[config.mk]
export PLATFORM = sky130hd
export DESIGN_NAME = inst_mem_fetch
export DESIGN_NICKNAME = d
export VERILOG_FILES = /design/src/rtl/inst_mem_pkg.sv /design/src/rtl/inst_mem_array.sv /design/src/rtl/inst_mem_fetch.sv
export SDC_FILE = /design/constraint.sdc
export NUM_CORES = 1
export LEC_CHECK = 0
export CAP_MARGIN = 10
export CORE_MARGIN = 5
export CORE_UTILIZATION = 40
export CTS_CLUSTER_DIAMETER = 40
export CTS_CLUSTER_SIZE = 14
export DETAILED_ROUTE_END_ITERATION = 6
export PLACE_DENSITY = 0.53
export SYNTH_ARGS = -nofsm -noshare
export SYNTH_HDL_FRONTEND = slang
export SYNTH_SLANG_ARGS = --single-unit
[constraint.sdc]
create_clock -name clk -period 5.1 [get_ports clk]
set_input_delay 1.02 -clock clk [delete_from_list [all_inputs] [get_ports clk]]
set_output_delay 1.02 -clock clk [all_outputs]
set_load 0.03 [all_outputs]
[src/rtl/inst_mem_pkg.sv]
// Shared types and constants for the instruction memory fetch block.
// Holds the FSM state enum, the default NOP word and opcode field layout.
package inst_mem_pkg;

    typedef enum logic {
        INIT = 1'b0,
        RUN  = 1'b1
    } fsm_e;

    // ADD R0,R0,R0 encodes as all zeros.
    localparam logic [15:0] NOP_DEFAULT = 16'h0000;

    // 16-bit instruction layout: op | rd | rs | rt
    localparam int OPC_MSB = 15;
    localparam int OPC_LSB = 12;
    localparam int RD_MSB  = 11;
    localparam int RD_LSB  = 8;
    localparam int RS_MSB  = 7;
    localparam int RS_LSB  = 4;
    localparam int RT_MSB  = 3;
    localparam int RT_LSB  = 0;

    function automatic logic [15:0] enc_rrr(
        input logic [3:0] op,
        input logic [3:0] rd,
        input logic [3:0] rs,
        input logic [3:0] rt
    );
        logic [15:0] w;
        w                  = '0;
        w[OPC_MSB:OPC_LSB] = op;
        w[RD_MSB:RD_LSB]   = rd;
        w[RS_MSB:RS_LSB]   = rs;
        w[RT_MSB:RT_LSB]   = rt;
        return w;
    endfunction

endpackage

[src/rtl/inst_mem_array.sv]
// DEPTH x DATA_W storage, one sync write port, one sync read port.
// Ports: clk; we/waddr/wdata write; re/raddr read enable+index; rdata
// registered read data, held while re=0, write-first on same index.
module inst_mem_array #(
    parameter int DATA_W = 16,
    parameter int DEPTH  = 64,
    parameter int IDX_W  = 6
) (
    input  logic              clk,
    input  logic              we,
    input  logic [IDX_W-1:0]  waddr,
    input  logic [DATA_W-1:0] wdata,
    input  logic              re,
    input  logic [IDX_W-1:0]  raddr,
    output logic [DATA_W-1:0] rdata
);

    logic [DATA_W-1:0] mem [0:DEPTH-1];

    always_ff @(posedge clk) begin
        if (we) begin
            mem[waddr] <= wdata;
        end
        if (re) begin
            // Write-first: a same-edge write to the fetched word wins.
            if (we && (waddr == raddr)) begin
                rdata <= wdata;
            end else begin
                rdata <= mem[raddr];
            end
        end
    end

endmodule

[src/rtl/inst_mem_fetch.sv]
// Instruction memory with fetch-stage control: INIT sweep to NOP,
// stall/flush output register, range-checked fetch and program load.
// Ports: clk, rst_n; pc_in/fetch_en/flush fetch control; instr_out,
// instr_valid, addr_fault fetch result; ready after INIT; prog_we,
// prog_addr, prog_data load port; prog_err rejected-write pulse.
module inst_mem_fetch
    import inst_mem_pkg::*;
#(
    parameter int                DATA_W   = 16,
    parameter int                ADDR_W   = 16,
    parameter int                DEPTH    = 64,
    parameter logic [DATA_W-1:0] NOP_WORD = NOP_DEFAULT
) (
    input  logic              clk,
    input  logic              rst_n,
    input  logic [ADDR_W-1:0] pc_in,
    input  logic              fetch_en,
    input  logic              flush,
    output logic [DATA_W-1:0] instr_out,
    output logic              instr_valid,
    output logic              addr_fault,
    output logic              ready,
    input  logic              prog_we,
    input  logic [ADDR_W-1:0] prog_addr,
    input  logic [DATA_W-1:0] prog_data,
    output logic              prog_err
);

    localparam int IDX_W = $clog2(DEPTH);

    // One extra bit so DEPTH = 2^ADDR_W is representable.
    localparam logic [ADDR_W:0]  DEPTH_X  = (ADDR_W + 1)'(DEPTH);
    localparam logic [IDX_W-1:0] LAST_IDX = IDX_W'(DEPTH - 1);

    fsm_e             state;
    fsm_e             state_n;
    logic [IDX_W-1:0] init_cnt;
    logic [IDX_W-1:0] init_cnt_n;

    logic              pc_ok;
    logic              pa_ok;
    logic              mem_we;
    logic [IDX_W-1:0]  mem_waddr;
    logic [DATA_W-1:0] mem_wdata;
    logic              mem_re;
    logic [DATA_W-1:0] mem_rdata;

    // Selects array data onto instr_out; cleared gives NOP_WORD.
    logic show_mem;

    // Full-width checks so high pc bits never alias into the array.
    assign pc_ok = ({1'b0, pc_in} < DEPTH_X);
    assign pa_ok = ({1'b0, prog_addr} < DEPTH_X);

    always_ff @(posedge clk or negedge rst_n) begin
        if (!rst_n) begin
            state    <= INIT;
            init_cnt <= '0;
        end else begin
            state    <= state_n;
            init_cnt <= init_cnt_n;
        end
    end

    always_comb begin
        state_n    = state;
        init_cnt_n = init_cnt;
        mem_we     = 1'b0;
        mem_waddr  = prog_addr[IDX_W-1:0];
        mem_wdata  = prog_data;
        mem_re     = 1'b0;
        unique case (state)
            INIT: begin
                mem_we     = 1'b1;
                mem_waddr  = init_cnt;
                mem_wdata  = NOP_WORD;
                init_cnt_n = init_cnt + 1'b1;
                if (init_cnt == LAST_IDX) begin
                    state_n    = RUN;
                    init_cnt_n = '0;
                end
            end
            RUN: begin
                mem_we = prog_we && pa_ok;
                mem_re = fetch_en && !flush && pc_ok;
            end
            default: begin
                state_n = INIT;
            end
        endcase
    end

    inst_mem_array #(
        .DATA_W (DATA_W),
        .DEPTH  (DEPTH),
        .IDX_W  (IDX_W)
    ) u_array (
        .clk    (clk),
        .we     (mem_we),
        .waddr  (mem_waddr),
        .wdata  (mem_wdata),
        .re     (mem_re),
        .raddr  (pc_in[IDX_W-1:0]),
        .rdata  (mem_rdata)
    );

    always_ff @(posedge clk or negedge rst_n) begin
        if (!rst_n) begin
            show_mem    <= 1'b0;
            instr_valid <= 1'b0;
            addr_fault  <= 1'b0;
        end else if (state == INIT) begin
            show_mem    <= 1'b0;
            instr_valid <= 1'b0;
            addr_fault  <= 1'b0;
        end else if (flush) begin
            show_mem    <= 1'b0;
            instr_valid <= 1'b0;
            addr_fault  <= 1'b0;
        end else if (fetch_en) begin
            show_mem    <= pc_ok;
            instr_valid <= 1'b1;
            addr_fault  <= !pc_ok;
        end
    end

    always_ff @(posedge clk or negedge rst_n) begin
        if (!rst_n) begin
            prog_err <= 1'b0;
        end else begin
            prog_err <= prog_we && ((state == INIT) || !pa_ok);
        end
    end

    // Array data is only trusted once a real in-range fetch landed.
    assign instr_out = show_mem ? mem_rdata : NOP_WORD;
    assign ready     = (state == RUN);

endmodule

; ---- Yosys cells after proc, flatten, opt, wreduce, memory -nomap -nowiden
; Memory sizes are Yosys's and may differ from the RTL's. A register that Yosys moved wholly into a read port is not among the register bits.
; Cells that the tools add are included.
[totals]
regBits = 11
mem_bits_rw = 1024
in_bits = 53
out_inout_bits = 20
wordCells = 40
mem_count = 1
[classes]
add_sub_neg = 1
magnitude_cmp = 2
n_eq_ne = 2
n_mux = 19
bitwise_logic = 1
reduce_logical = 8
[memory_table]
columns = memory, depth, width, rd, rd_ports_with_merged_regs, write_ports, line
row1 = u_array.mem, 64, 16, 1, 1, 1, inst_mem_array.sv:18  ; logic [DATA_W-1:0] mem [0:DEPTH-1];
[op_table]
columns = operator, count
row1 = $lt A16 B7 Y1 const B, 2
row2 = $mux W16, 2
row3 = $mux W1, 14
row4 = $mux W6, 2
row5 = $add A6 B1 Y6 const B, 1
row6 = $eq A6 B6 Y1 const B, 1
row7 = $logic_and A1 B1 Y1, 4
row8 = $logic_not A1 Y1, 3
row9 = $ne A3 B3 Y1 const B, 1
row10 = $pmux W1 S2, 1
row11 = $logic_or A1 B1 Y1, 1
row12 = $not A1 Y1, 1

; ---- Longest topological paths before layout
; Gate-level depths: netlist (run 1).
[depth]
word_depth = 5
mapped_depth = 10
mapped_depth_nobuf = 5

; ---- Cells and area by module
; A second synthesis (run 1) with hierarchy kept.
[unflattened]
cells_unflattened = 2207
area_unflattened_um2 = 41428.5
[modules_own_cells]
columns = module, n_inst, cells_per_inst, area_per_inst_um2, seq_area_each_um2
row1 = inst_mem_array, 1, 2114, 40630.2, 31230.0
row2 = inst_mem_fetch, 1, 93, 798.3, 275.3

; ---- Least setup slack after synthesis (run 1)
; Ideal clock, no wire load.
[synth_timing]
path_kind = input to register
startpoint = input prog_addr[15]
endpoint = memory u_array.mem[41][0], enable pin
setup_time_ps = 388
arrival_ps = 2725
t_required_ps = 4712
slack_ps = 1987
stages = 6
n_path_buf = 1
cell_sequence = nor4_1 a41o_1 buf_2 and2_1 nand2_1 nor2_1
[synth_via]
elab_chain_len = 5
[synth_lines]
columns = item, line
row1 = start: declaration, inst_mem_fetch.sv:24  ; input logic [ADDR_W-1:0] prog_addr,
row2 = $lt A16 B7 Y1, inst_mem_fetch.sv:53  ; assign pa_ok = ({1'b0, prog_addr} < DEPTH_X);
row3 = $logic_and A1 B1 Y1, inst_mem_fetch.sv:84  ; mem_we = prog_we && pa_ok;
row4 = $pmux W1 S2, inst_mem_fetch.sv:72  ; unique case (state)
row5 = $mux W1, inst_mem_array.sv:21  ; if (we) begin
row6 = $mux W1 (implied by the code), inst_mem_array.sv:22  ; mem[waddr] <= wdata;
row7 = end: declaration, inst_mem_array.sv:18
; Every way passes these cells.

; ---- Worst setup path after layout (run 1)
[layout_timing]
startpoint = input pc_in[5]
endpoint = register u_array.rdata[8], read port of u_array.mem, data pin
[layout_via]
elab_chain_len = 3
[layout_lines]
columns = item, line
row1 = start: declaration, inst_mem_fetch.sv:16  ; input logic [ADDR_W-1:0] pc_in,
row2 = $lt A16 B7 Y1, inst_mem_fetch.sv:52  ; assign pc_ok = ({1'b0, pc_in} < DEPTH_X);
row3 = $logic_and A1 B1 Y1, inst_mem_fetch.sv:85  ; mem_re = fetch_en && !flush && pc_ok;
row4 = $mux W1, inst_mem_fetch.sv:72
row5 = end: declaration, inst_mem_array.sv:15  ; output logic [DATA_W-1:0] rdata
; Parallel ways exist; a longest one is shown, timed or not.
; A chain may end at the register's enable or synchronous reset.

==> metrics.yaml, run 1 <==
pwr:
  power_density_nw_per_um2: 397.3
  clock_power_share_pct: 48.9
  leakagePower_nw: 13.11
  p_switching_mw: 4.030
  vdd.ir_drop.worst_mv: 0.3202
  p_comb_share_pct: 2.8
  seqPwrFrac_pct: 48.3
  power.internal_mw: 15.34
  switching_share_pct: 20.81
status:
  status: "completed"
synthesis:
  yosysWarnings: 0
  seq_area_frac_synth_pct: 76.41
  synth_nets: 2140
  synthArstFlopShare_pct: 1.047
  synthesis.area_um2: 41230
  syn_area_per_cell_um2: 19.76
  synth_flop_cell: "edfxtp_1"
  synth_cells: 2086
  synth_seq_cells: 1051
  synth_cell_types: 54
  synth_edf_count: 1040
placed_design:
  port_buffers: 72
  pre_cts_slack_ns: 0.4669
  dp_hpwl_um: 66870
  place.gp.congestion: 0.8258
  post_dp_cell_area_um2: 44220
routing:
  wl_per_cell_um: 29.17
  via_per_inst: 5.656
  initialDrtViolationCount: 2092
  routed_wl_um: 110600
  antenna_left: 0
  drc: 0
  via_count: 21450
  first_pass_iters: 5
timing:
  relSlewSlack_pct: 19.44
  drv_slew: 0
  rsz0062_at_grt: "no"
  setup_tns_ns: 0
  hold_viol: 0
  min_period_ns: 3.987
  setup_violations: 0
  fin_crit_sh_pct: 78.18
  setup_ws_ns: 1.113
  max_freq_ghz: 0.2508
  whs_ns: 0.4943
  fin_worst_skew_ns: 0.02362
  tightest_slew_ns: 1.208
cts:
  cts_tree: "yes"
  clock_sinks: 1051
  clockBufferDepth: 3
  ctsResizeCount: 0
  cts-htree-levels: 4
  numCtsBuffers: 132
  clockRootBuffer: "clkbuf_16"
  postCtsSetupRepairBufs: 0
  clk_pin_slew_ns: 0.06
  holdBufCountCts: 0
  clock_latency_ns: 0.73
grt:
  antenna_found_initial: 1
  grt_max_degree: 73
  grt_pass1_vias: 21470
  grt_pass1_wl_um: 157100
  grt_overflow: 0
  grt_use_total_pct: 20.15
layout:
  area_growth_pct: 18.26
  final_cell_area_um2: 48760
  multi_input_area_um2: 9089
  seqCellArea_um2: 31510
  nFillCells: 8470
  final_core_util_pct: 47.79
  nets: 2369
  drive_above_1_share_pct: 27.03
floorplan:
  die_area_um2: 109600
  num_rows: 117
  core_um2: 102000
  io_pins: 73
  fp.dieW_um: 331.1
  die_height_um: 331.1
  start_util_pct: 40.41
worst_hold_path:
  hp-class: "reg -> reg"
run:
  maxCapViolations: 0
critical_path:
  cp.required_ns: 5.54
  cp-start-kind: "input pin"
  cp_max_fo: 27
  cp-end-kind: "flop"
  arrival_ns: 4.43
  critPathKind: "in -> reg"
-- registers in the layout, indices dropped and copies added, names as in the netlist --
signal,count
u_array.rdata,16
show_mem,1
init_cnt,6
ready,1
u_array.mem,1024
addr_fault,1
instr_valid,1
prog_err,1
-- metal layers --
metal / part of all wire, % / track usage [%] / vias up
li1: - / - / 9113
met1: 43 / 28.18 / 11330
met2: 46 / 31.19 / 851
met3: 8.2 / 5.628 / 157
met4: 2.6 / 5.980 / 0
met5: 0 / 0 / -
-- worst max-delay path, cell delays in order --
cell	delay (ns)
clkdlybuf4s50_1	1.00
nand2_2	0.59
buf_12	0.35
o22ai_1	0.27
a2111oi_0	0.14
buf_4	0.18
nor4b_1	0.66
o31ai_1	0.17
-- cells in the mapped netlist, types with 3 or more instances --
cell type / number / area [um^2]
a2111oi_0: 27 / 236.5
a211oi_1: 27 / 202.7
a21oi_1: 4 / 20.02
a22o_1: 26 / 227.7
a22oi_1: 54 / 405.4
and2_1: 34 / 212.7
buf_1: 7 / 26.28
buf_2: 31 / 155.2
buf_4: 18 / 135.1
buf_6: 13 / 146.4
clkbuf_1: 52 / 195.2
dfrtp_1: 11 / 275.3
edfxtp_1: 1040 / 31230
inv_1: 4 / 15.01
mux2_2: 109 / 1227
mux2i_1: 94 / 940.9
mux4_2: 151 / 3401
nand2_1: 57 / 214.0
nand2b_1: 7 / 43.79
nand3_1: 28 / 140.1
nand3b_1: 5 / 37.54
nor2_1: 78 / 292.8
nor2b_1: 30 / 187.7
nor3_1: 26 / 130.1
nor4_1: 17 / 106.4
nor4b_1: 14 / 122.6
o21ai_0: 6 / 30.03
o22ai_1: 55 / 344.1
o31ai_1: 14 / 105.1
or2_2: 4 / 25.02
or3_1: 3 / 18.77
xnor2_1: 6 / 52.55
xor2_1: 3 / 26.28
-- final timing paths --
check                                  from                  end  slack, ns  depth (start not counted)
min in group asynchronous             rst_n             show_mem       0.67                          1
worst min register to register  instr_valid          instr_valid       0.49                          2
worst max-delay path               pc_in[5]     u_array.rdata[8]       1.11                          8
worst min-delay path            instr_valid          instr_valid       0.49                          2
max in group asynchronous             rst_n          init_cnt[1]       4.06                          1
worst max register to register        ready  u_array.mem[53][11]       1.60                          6
-- metrics by stage --
step	total power [mW]	instances
floorplan	9.842	2086
global placement	10.08	3548
detailed placement	10.08	3549
CTS	19.54	3791
global route	19.95	3791
finish	19.37	3792
-- power by group through the flow --
stage / Combinational [mW] / Clock, mW / Sequential (mW)
floorplan: 0.309 / 0 / 9.53
global placement: 0.551 / 0 / 9.53
detailed placement: 0.551 / 0 / 9.53
CTS: 0.552 / 9.64 / 9.35
global route: 0.582 / 10.0 / 9.35
finish: 0.551 / 9.47 / 9.35
-- cells in the final DEF (no fill, tap or decap), drive strengths merged, types with 3 or more instances in the layout --
cell,instances
nand2,57
inv,23
and2,34
nand3b,5
or2,4
a22o,26
a211oi,27
mux2i,96
xor2,3
nand2b,7
buf,147
nand3,28
nor3b,3
a2111oi,27
nor3,26
nor4,18
clkdlybuf4s50,69
bufinv,17
o21ai,7
a22oi,54
nor4b,14
mux2,109
edfxtp,1040
a21oi,4
dfrtp,11
mux4,151
xnor2,6
nor2b,30
clkbuf,147
clkinv,37
clkinvlp,23
o31ai,14
o22ai,55
nor2,78
or3,3
-- final cells by class --
class	count	share of cell area [%]
sequential	1051	64.62
multi-input combinational	909	18.64
timing repair buffer	216	3.898
tap	1368	3.510
antenna	1	0.005132
clock buffer	147	7.021
inverter	5	0.03849
clock inverter	95	2.271
-- cell families after synthesis --
kind of cell	after synthesis	synth area share, %
fa+ha+maj	1	0.03034
compound gates	232	4.200
xor+xnor	9	0.1912
flops	1051	76.41
mux	356	13.62
buf+inv	126	1.642
simple gates	311	3.906
Power figures use the tool's default switching activity.
==> run 2: changes to the inputs <==
--- a/config.mk
+++ b/config.mk
@@ -11,7 +11,7 @@
 export CTS_CLUSTER_DIAMETER = 40
 export CTS_CLUSTER_SIZE = 14
 export DETAILED_ROUTE_END_ITERATION = 6
-export PLACE_DENSITY = 0.53
+export PLACE_DENSITY = 0.55
 export SYNTH_ARGS = -nofsm -noshare
 export SYNTH_HDL_FRONTEND = slang
 export SYNTH_SLANG_ARGS = --single-unit
==> constraint.sdc (replaced) <==
create_clock -name clk -period 3.2 [get_ports clk]
set_input_delay 0.64 -clock clk [delete_from_list [all_inputs] [get_ports clk]]
set_output_delay 0.64 -clock clk [all_outputs]
set_load 0.03 [all_outputs]
==> run 2 against run 1 <==
Combinational power grew 77%. Core utilization grew 2.1 points. Global-route usage is 0.37 points higher. Largest power group unchanged. Worst hold slack got worse by 0.22 ns. Final cell count is 3.4% higher. Via count increased by 3.0%. Clock power grew 63%. Sequential power is 59% higher. Routed wire length up 1.7%. Highest routed layer is now met5. Flip-flop and latch count stayed put. Critical path depth stayed put. Power increased by 62%.
==> metrics.yaml, run 2 (synthesis gave the netlist of run 1 again) <==
status:
  status: "completed"
cts:
  clockBufferDepth: 3
  cts_tree: "yes"
  holdBufCountCts: 0
  clock_sinks: 1051
  cts-htree-levels: 4
  clock_latency_ns: 0.75
  numCtsBuffers: 133
  clk_pin_slew_ns: 0.06
  clockRootBuffer: "clkbuf_16"
routing:
  via_per_inst: 5.634
  routed_wl_um: 112400
  first_pass_iters: 5
  antenna_left: 0
  drc: 0
  via_count: 22100
  initialDrtViolationCount: 1978
  wl_per_cell_um: 28.66
timing:
  relSlewSlack_pct: 23.64
  rsz0062_at_grt: "no"
  tightest_slew_ns: 1.117
  max_freq_ghz: 0.3202
  fin_crit_sh_pct: 97.61
  drv_slew: 0
  hold_viol: 0
  min_period_ns: 3.124
  setup_violations: 0
  fin_worst_skew_ns: 0.03290
grt:
  grt_use_total_pct: 20.52
  grt_max_degree: 66
  grt_util_met2_pct: 32.76
  grtUsageMet3_pct: 3.629
  grt_pass1_wl_um: 160900
  grt_busiest_layer: "met2"
  gr-usage-met1_pct: 29.11
  grt_pass1_vias: 22330
  antenna_found_initial: 5
  grt_overflow: 0
pwr:
  p_switching_mw: 6.703
  power.internal_mw: 24.62
  p_comb_share_pct: 3.1
  clock_power_share_pct: 49.3
  power_density_nw_per_um2: 615.1
  leakagePower_nw: 14.11
  switching_share_pct: 21.40
  vdd.ir_drop.worst_mv: 0.4709
  seqPwrFrac_pct: 47.6
  totalPowerFinal_mw: 31.32
floorplan:
  io_pins: 73
  num_rows: 117
  die_height_um: 331.1
  start_util_pct: 40.41
  core_um2: 102000
  fp.dieW_um: 331.1
  die_area_um2: 109600
layout:
  final_cell_mix: "1,040 x edfxtp_1, 183 x buf_4, 151 x mux4_2, 136 x clkbuf_16, 109 x mux2_2"
  regMostFlops: "u_array.mem"
  area_growth_pct: 23.51
  final_core_util_pct: 49.91
  nets: 2501
  largest_reg_flops: 1024
  reg_top3: "u_array.mem (1024), u_array.rdata (16), init_cnt (6)"
  final_common_cell: "edfxtp_1"
  drive_above_1_share_pct: 31.02
placed_design:
  port_buffers: 72
  dp_hpwl_um: 73480
  place.gp.congestion: 0.8494
critical_path:
  cp-end-kind: "flop"
  cp_max_fo: 21
  cp-start-kind: "input pin"
  cp.required_ns: 3.63
  r2r_cells: 5
  arrival_ns: 3.56
  critPathKind: "in -> reg"
worst_hold_path:
  hp-class: "in -> async"
run:
  maxCapViolations: 0
==> run 2: changes by cell type in the layout (fill, tap and decap cells not counted), moves of 3 or more <==
| cell | change |
|---|---|
| inv_16 | +3 |
| clkinv_8 | +3 |
| buf_12 | +83 |
| clkinv_2 | +4 |
| buf_4 | +48 |
| clkbuf_1 | -6 |
| inv_8 | +6 |
| clkinvlp_4 | -12 |
==> run 2: path summary, 6_finish.rpt <==
| check | from | endpoint | slack (ns) |
|---|---|---|---|
| max reg2reg | u_array.mem[55][2] | u_array.rdata[2] | 0.54 |
| max | pc_in[0] | u_array.rdata[2] | 0.08 |
| min in group clk | prog_we | prog_err | 0.47 |
| min | rst_n | init_cnt[1] | 0.27 |
| min reg2reg | instr_valid | instr_valid | 0.52 |
| max in group asynchronous | rst_n | ready | 2.54 |
==> run 2: per-layer routing <==
metal,wire [um],part of all wire [%],vias to the layer above
li1,-,-,9400
met1,48070,43,11670
met2,53030,47,852
met3,8015,7.1,175
met4,3293,2.9,2
met5,13,0.012,-
==> run 2: power groups by stage <==
stage	sequential, mW	combinational, mW	clock [mW]
2_1_floorplan	15.2	0.493	0
3_3_place_gp	15.2	0.973	0
3_5_place_dp	15.2	0.978	0
4_1_cts	14.9	0.983	15.7
5_1_grt	14.9	1.02	16.3
6_report	14.9	0.976	15.4
==> run 2: area by class of cell <==
cell class	instances	area (um^2)
diodes	1	2.502
clock buffers	142	3426
clock inverters	99	1240
fillers	8207	51110
inverters	5	18.77
multi-input cells	909	9096
flip-flops and latches	1051	31510
well taps	1368	1712
repair buffers	347	3921
==> run 2: worst max-delay path, stage by stage <==
cell and delay (ns):
buf_8 0.26, buf_4 0.28, buf_12 0.24, mux4_2 0.54, a22oi_1 0.32, nand2_1 0.20
nor4_1 0.87, o31ai_1 0.14
==> run 2: repair_timing <==
action | 4_1_cts | 5_1_grt
setup endpoints to repair | 2 | 0
gates resized for setup | 2 | 0
setup buffers | 0 | 0
==> run 2: through the flow <==
step / setup slack, ns / instance area (um^2) / setup TNS [ns] / hold WS (ns) / cells
6_report: 0.07646 / 50920 / 0 / 0.2700 / 3922
5_1_grt: 0.04836 / 50920 / 0 / 0.3005 / 3921
3_5_place_dp: -0.7967 / 46250 / -5.717 / 0.5236 / 3680
3_3_place_gp: -0.6831 / 46240 / -5.690 / 0.4806 / 3679
2_1_floorplan: 0.4399 / 41230 / 0 / 0.3444 / 2086
4_1_cts: 0.1216 / 50920 / 0 / 0.2404 / 3921
